<file path="config.mk">
export PLATFORM = sky130hd
export DESIGN_NAME = spi_byte_sequencer
export DESIGN_NICKNAME = d
export VERILOG_FILES = /design/src/rtl/spi_pkg.sv /design/src/rtl/sync_fifo.sv /design/src/rtl/spi_byte_sequencer.sv
export SDC_FILE = /design/constraint.sdc
export NUM_CORES = 1
export LEC_CHECK = 0
export ABC_AREA = 1
export CAP_MARGIN = 20
export CORE_MARGIN = 3
export CORE_UTILIZATION = 53
export DETAILED_ROUTE_END_ITERATION = 10
export GPL_TIMING_DRIVEN = 0
export PLACE_DENSITY = 0.73
export SYNTH_ARGS = -nofsm -noshare
export SYNTH_HDL_FRONTEND = slang
export SYNTH_SLANG_ARGS = --single-unit
</file>
<file path="constraint.sdc">
create_clock -name clk -period 3.2 [get_ports clk]
set_input_delay 0.96 -clock clk [delete_from_list [all_inputs] [get_ports clk]]
set_output_delay 0.96 -clock clk [all_outputs]
set_load 0.05 [all_outputs]
</file>
<file path="src/rtl/spi_pkg.sv">
// Shared types for the SPI byte sequencer: FSM states, sticky error codes, data width.
package spi_pkg;

  localparam int unsigned SPI_DATA_W = 8;

  typedef enum logic [2:0] {
    StIdle,
    StIssue,
    StWait,
    StGap,
    StErr
  } seq_state_e;

  typedef enum logic [1:0] {
    ERR_NONE    = 2'd0,
    ERR_SPI     = 2'd1,
    ERR_TIMEOUT = 2'd2
  } err_code_e;

endpackage

</file>
<file path="src/rtl/sync_fifo.sv">
// Single-clock FIFO with occupancy count and a synchronous flush that empties it in one cycle.
module sync_fifo #(
  parameter int unsigned WIDTH = 8,
  parameter int unsigned DEPTH = 8
) (
  input  logic                     clk,
  input  logic                     rst,
  input  logic                     push_i,
  input  logic [WIDTH-1:0]         wdata_i,
  input  logic                     pop_i,
  output logic [WIDTH-1:0]         rdata_o,
  input  logic                     flush_i,
  output logic                     full_o,
  output logic                     empty_o,
  output logic [$clog2(DEPTH):0]   level_o
);

  localparam int unsigned AddrW = $clog2(DEPTH);

  logic [WIDTH-1:0] mem_q [DEPTH];
  logic [AddrW-1:0] wr_ptr_q;
  logic [AddrW-1:0] rd_ptr_q;
  logic [AddrW:0]   level_q;
  logic             do_push;
  logic             do_pop;

  assign full_o  = (level_q == (AddrW + 1)'(DEPTH));
  assign empty_o = (level_q == '0);
  assign level_o = level_q;
  assign rdata_o = mem_q[rd_ptr_q];

  // Flush wins over any same-cycle push so nothing survives it.
  assign do_push = push_i && !full_o && !flush_i;
  assign do_pop  = pop_i && !empty_o && !flush_i;

  always_ff @(posedge clk) begin
    if (rst || flush_i) begin
      wr_ptr_q <= '0;
      rd_ptr_q <= '0;
      level_q  <= '0;
    end else begin
      if (do_push) wr_ptr_q <= wr_ptr_q + 1'b1;
      if (do_pop)  rd_ptr_q <= rd_ptr_q + 1'b1;
      if (do_push && !do_pop) begin
        level_q <= level_q + 1'b1;
      end else if (do_pop && !do_push) begin
        level_q <= level_q - 1'b1;
      end
    end
  end

  always_ff @(posedge clk) begin
    if (do_push) mem_q[wr_ptr_q] <= wdata_i;
  end

endmodule

</file>
<file path="src/rtl/spi_byte_sequencer.sv">
// Feeds spi_master one byte per transfer from a TX FIFO and collects replies into an RX FIFO,
// with inter-transfer gap, per-byte watchdog and sticky error handling.
module spi_byte_sequencer
  import spi_pkg::*;
#(
  parameter int unsigned FIFO_DEPTH     = 8,
  parameter int unsigned GAP_CYCLES     = 2,
  parameter int unsigned TIMEOUT_CYCLES = 4096
) (
  input  logic                        clk,
  input  logic                        rst,
  input  logic                        tx_valid_i,
  input  logic [SPI_DATA_W-1:0]       tx_data_i,
  output logic                        tx_ready_o,
  output logic                        rx_valid_o,
  output logic [SPI_DATA_W-1:0]       rx_data_o,
  input  logic                        rx_ready_i,
  output logic                        spi_start_o,
  output logic [SPI_DATA_W-1:0]       spi_data_o,
  input  logic [SPI_DATA_W-1:0]       spi_data_i,
  input  logic                        spi_done_i,
  input  logic                        spi_error_i,
  output logic                        busy_o,
  output logic [1:0]                  err_code_o,
  input  logic                        err_clear_i,
  output logic [$clog2(FIFO_DEPTH):0] tx_level_o
);

  localparam int unsigned LvlW = $clog2(FIFO_DEPTH) + 1;
  localparam int unsigned GapW = (GAP_CYCLES > 1) ? $clog2(GAP_CYCLES) : 1;
  localparam int unsigned WdW  = (TIMEOUT_CYCLES > 1) ? $clog2(TIMEOUT_CYCLES) : 1;
  localparam logic [GapW-1:0] GapLast = GapW'(GAP_CYCLES > 0 ? GAP_CYCLES - 1 : 0);
  localparam logic [WdW-1:0]  WdLast  = WdW'(TIMEOUT_CYCLES > 0 ? TIMEOUT_CYCLES - 1 : 0);

  seq_state_e            state_q, state_d;
  err_code_e             err_q, err_d;
  logic [SPI_DATA_W-1:0] spi_data_q, spi_data_d;
  logic                  start_q, start_d;
  logic [WdW-1:0]        wd_q, wd_d;
  logic [GapW-1:0]       gap_q, gap_d;

  logic                  tx_push, tx_pop, tx_flush, tx_full, tx_empty;
  logic [SPI_DATA_W-1:0] tx_head;
  logic                  rx_push, rx_pop, rx_full, rx_empty;
  logic [LvlW-1:0]       rx_level;
  logic                  unused_rx_level;
  logic                  in_blank;

  assign tx_ready_o      = !tx_full && (state_q != StErr);
  assign tx_push         = tx_valid_i && tx_ready_o;
  assign rx_valid_o      = !rx_empty;
  assign rx_pop          = rx_valid_o && rx_ready_i;
  assign busy_o          = (state_q != StIdle) || !tx_empty;
  assign err_code_o      = err_q;
  assign spi_start_o     = start_q;
  assign spi_data_o      = spi_data_q;
  assign unused_rx_level = ^rx_level;

  sync_fifo #(
    .WIDTH (SPI_DATA_W),
    .DEPTH (FIFO_DEPTH)
  ) u_tx_fifo (
    .clk     (clk),
    .rst     (rst),
    .push_i  (tx_push),
    .wdata_i (tx_data_i),
    .pop_i   (tx_pop),
    .rdata_o (tx_head),
    .flush_i (tx_flush),
    .full_o  (tx_full),
    .empty_o (tx_empty),
    .level_o (tx_level_o)
  );

  sync_fifo #(
    .WIDTH (SPI_DATA_W),
    .DEPTH (FIFO_DEPTH)
  ) u_rx_fifo (
    .clk     (clk),
    .rst     (rst),
    .push_i  (rx_push),
    .wdata_i (spi_data_i),
    .pop_i   (rx_pop),
    .rdata_o (rx_data_o),
    .flush_i (1'b0),
    .full_o  (rx_full),
    .empty_o (rx_empty),
    .level_o (rx_level)
  );

  // First WAIT cycle ignores done/error: spi_master may still show the previous done.
  assign in_blank = (wd_q == '0);

  always_comb begin
    state_d    = state_q;
    err_d      = err_q;
    spi_data_d = spi_data_q;
    start_d    = 1'b0;
    wd_d       = wd_q;
    gap_d      = gap_q;
    tx_pop     = 1'b0;
    tx_flush   = 1'b0;
    rx_push    = 1'b0;

    unique case (state_q)
      StIdle: begin
        // Only issue when the reply has guaranteed room in RX.
        if (!tx_empty && !rx_full) begin
          state_d    = StIssue;
          spi_data_d = tx_head;
          start_d    = 1'b1;
        end
      end
      StIssue: begin
        tx_pop  = 1'b1;
        wd_d    = '0;
        state_d = StWait;
      end
      StWait: begin
        if (!in_blank && spi_error_i) begin
          err_d    = ERR_SPI;
          tx_flush = 1'b1;
          state_d  = StErr;
        end else if (!in_blank && spi_done_i) begin
          rx_push = 1'b1;
          gap_d   = '0;
          state_d = (GAP_CYCLES == 0) ? StIdle : StGap;
        end else if (wd_q == WdLast) begin
          err_d    = ERR_TIMEOUT;
          tx_flush = 1'b1;
          state_d  = StErr;
        end else begin
          wd_d = wd_q + 1'b1;
        end
      end
      StGap: begin
        if (gap_q == GapLast) begin
          state_d = StIdle;
        end else begin
          gap_d = gap_q + 1'b1;
        end
      end
      StErr: begin
        tx_flush = 1'b1;
        if (err_clear_i) begin
          err_d   = ERR_NONE;
          state_d = StIdle;
        end
      end
      default: state_d = StIdle;
    endcase
  end

  always_ff @(posedge clk) begin
    if (rst) begin
      state_q    <= StIdle;
      err_q      <= ERR_NONE;
      spi_data_q <= '0;
      start_q    <= 1'b0;
      wd_q       <= '0;
      gap_q      <= '0;
    end else begin
      state_q    <= state_d;
      err_q      <= err_d;
      spi_data_q <= spi_data_d;
      start_q    <= start_d;
      wd_q       <= wd_d;
      gap_q      <= gap_d;
    end
  end

endmodule

</file>
==> run metrics <==
status=finished, final reports clean; TNS Setup=0 ns; die area=~0.016 mm^2; Final Core Density=64.3%; Starting Density=54.6%; Remaining Overflow, GRT=0; Site Rows=43; crit path max fanout=10; Worst-path clk slew=0.07 ns; total power=7.85 mW; gp weighted congestion=0.903; Setup Crit Path Kind=register to output port; max-capacitance violation count=0; via count=5,590; router iterations before antenna repair=5; final setup vio count=0; clock root buffer=clkbuf_16; gr usage total=a little over a fifth; Avg Synthesized Cell Area=10.3 um^2; Pwr Density=around 870 mW/mm^2; Die Wd=126 um; fin nets=852; Cells after Synth=between 700 and 800; Finished Layout Cells=between 1,000 and 1,500; Max rail drop VDD=about 0.54 mV; worst reg-to-reg path cell count=17; maximum number of pins on one net before global-route repair=17; Core ar.=roughly 0.014 mm^2; Syn Nets=783; post-synthesis register bit count=178; vias in the first global route=5,385; # placed instances=975; drc violations=0; Hold Vio Cnt, Final=0; die span in y=126 um; crit end category=output port; commonest non-fill, non-tap cell in the layout=nor2_1; dominant synthesized flop cell=edfxtp_1; first-pass GRT wire length=27.4 mm; multi-input combinational cell area=around 0.0026 mm^2; # clock sinks=roughly 180; post-layout min period=3.04 ns; CP max stage delay=0.40 ns; most frequent cells in the layout=163 x nor2_1, 128 x edfxtp_1, 85 x nand2_1, 77 x o21ai_0, 50 x dfxtp_1; IO buf count=47; Total Wirelength=17.2 mm; TritonCTS clock tree=yes; Avg Vias per Cell=5.55; worst-path cell chain=inv_1 > clkbuf_2 > o21ai_0 > o22ai_1 > nor2_1 > a31oi_1 > clkdlybuf4s15_2; RSZ-0062 raised after global routing=false; Critical Path Start Type=register; Starting DRT DRC Count=478; Synth cell types=36; worst-case clock skew=0.0105 ns; CP arrival=2.08 ns; FILL cells=between 1,000 and 1,500; register area share after synthesis=63.1%; final worst setup slack=~0.16 ns; Syn Std Cell Area=0.00767 mm^2; Slew Limit Fails=0; Max Buffers Root-to-Sink=2; Slew @ Worst Pin=roughly 0.9 ns; Post-synth EDFFs=128; min-delay worst type=register to register; Post-DP HPWL=roughly 12 mm; CTS Buf Count=17; async set-or-reset flop fraction in the synthesized netlist=0%; Cells on Worst Hold Path=2; htree depth=4; Ys Warns=0; clk_lat worst skew=0.43 ns; leakage=3.16 nW; routed length per placed instance=17.0 um; Storage cell area=0.00484 mm^2; fmax=approximately 330 MHz; Hold Buf Count CTS=0; IO Pins=49; Final ANT Viol Nets=0; critical path's slowest cell=clkdlybuf4s15_2; fin crit share=95.1%; Slew Limit Headroom=38.6%; antenna violations before repair=0; Worst Path Required=between 2 and 2.5 ns; Antenna Cells=0; worst slack at placement=-0.381 ns; Area Overhead vs Synth=17.7%; fraction of layout instances using a drive strength above 1=10.9%
[synthesized netlist by cell type (2+ instances only)]
cell	count	area, um^2
nand3_2	3	30.0
inv_1	44	165
nor3_2	4	40.0
xnor2_1	3	26.3
nor3_1	7	35.0
buf_2	2	10.0
nand4_1	4	25.0
dfxtp_1	50	1000
a21oi_2	2	17.5
fa_1	2	40.0
ha_1	12	150
buf_6	2	22.5
o21ai_0	77	385
nand2_1	86	323
clkbuf_1	21	78.8
o211ai_1	16	120
nor2_1	163	612
a31oi_1	8	50.1
o22ai_1	8	50.1
xor2_1	11	96.3
inv_2	4	15.0
nor2_2	2	12.5
nand2_4	2	22.5
nand2_2	7	43.8
a21oi_1	41	205
nand3_1	28	140
edfxtp_1	128	3840
[path summary, 6_finish.rpt]
| check | from | end | slack (ns) |
|---|---|---|---|
| hold reg to reg | spi_data_o[0] | spi_data_o[0] | 0.48 |
| setup reg to reg | wd_q[0] | u_tx_fifo.level_o[3] | 0.29 |
| setup / recovery | register | rx_data_o[1] | 0.16 |
| hold / removal | spi_data_o[0] | spi_data_o[0] | 0.48 |
[stage by stage]
step	hold slack, ns	cell area (um^2)
after floorplan	0.433	7680
after global placement	0.452	8370
after detailed placement	0.468	8390
after CTS	0.478	9010
after global routing	0.505	9030
final	0.480	9030
[power by group]
part / internal [mW] / switching [mW] / leakage [nW]
Combinational: 0.889 / 1.97 / 1.30
Sequential: 2.68 / 0.175 / 1.56
Clock: 1.24 / 0.888 / 0.291
[state kept, by name, indices dropped and copies added (netlist names), 4 cells and up, named ones only]
name and flops:
u_tx_fifo.level_o 4, spi_data_o 8, u_rx_fifo.level_o 4, u_rx_fifo.mem_q 64, u_tx_fifo.mem_q 64, wd_q 12
[worst max-delay path, delay by kind of cell (launching register included)]
| family | cells | cell delay (ns) |
|---|---|---|
| buffers and inverters | 3 | 0.80 |
| and+or+nand+nor | 1 | 0.07 |
| AOI/OAI and AO/OA | 3 | 0.42 |
| DFF | 1 | 0.36 |
[cell families after synthesis]
family / after synthesis / share of synthesized area (%)
fa+ha+maj: 14 / 2.48
compound gates: 154 / 11.1
buf+inv: 74 / 3.85
flops: 178 / 63.1
simple gates: 312 / 17.8
xor+xnor: 14 / 1.60
[layer usage]
layer | vias to the layer above | track usage, % | part of all wire (%)
met5 | - | 0 | 0
met3 | 29 | 4.25 | 4.3
met2 | 152 | 38.0 | 52
li1 | 2727 | - | -
met4 | 0 | 8.01 | 1.8
met1 | 2682 | 27.5 | 42
[repair_timing]
| action | CTS | global route |
|---|---|---|
| resized for setup | 40 | 14 |
| endpoints found under the setup margin | 8 | 9 |
| setup buffers | 0 | 1 |
| pin swaps | 0 | 1 |
[cell type report]
type                       instances  area share, %
sequential                       178           53.7
multi-input combinational        494           28.4
timing repair buffer              50           5.36
clock buffer                      18           4.75
tap                              180           2.49
inverter                          48           2.00
clock inverter                    14           1.97
buffer                            26           1.40
No activity file was read; power rests on OpenSTA's default activity.
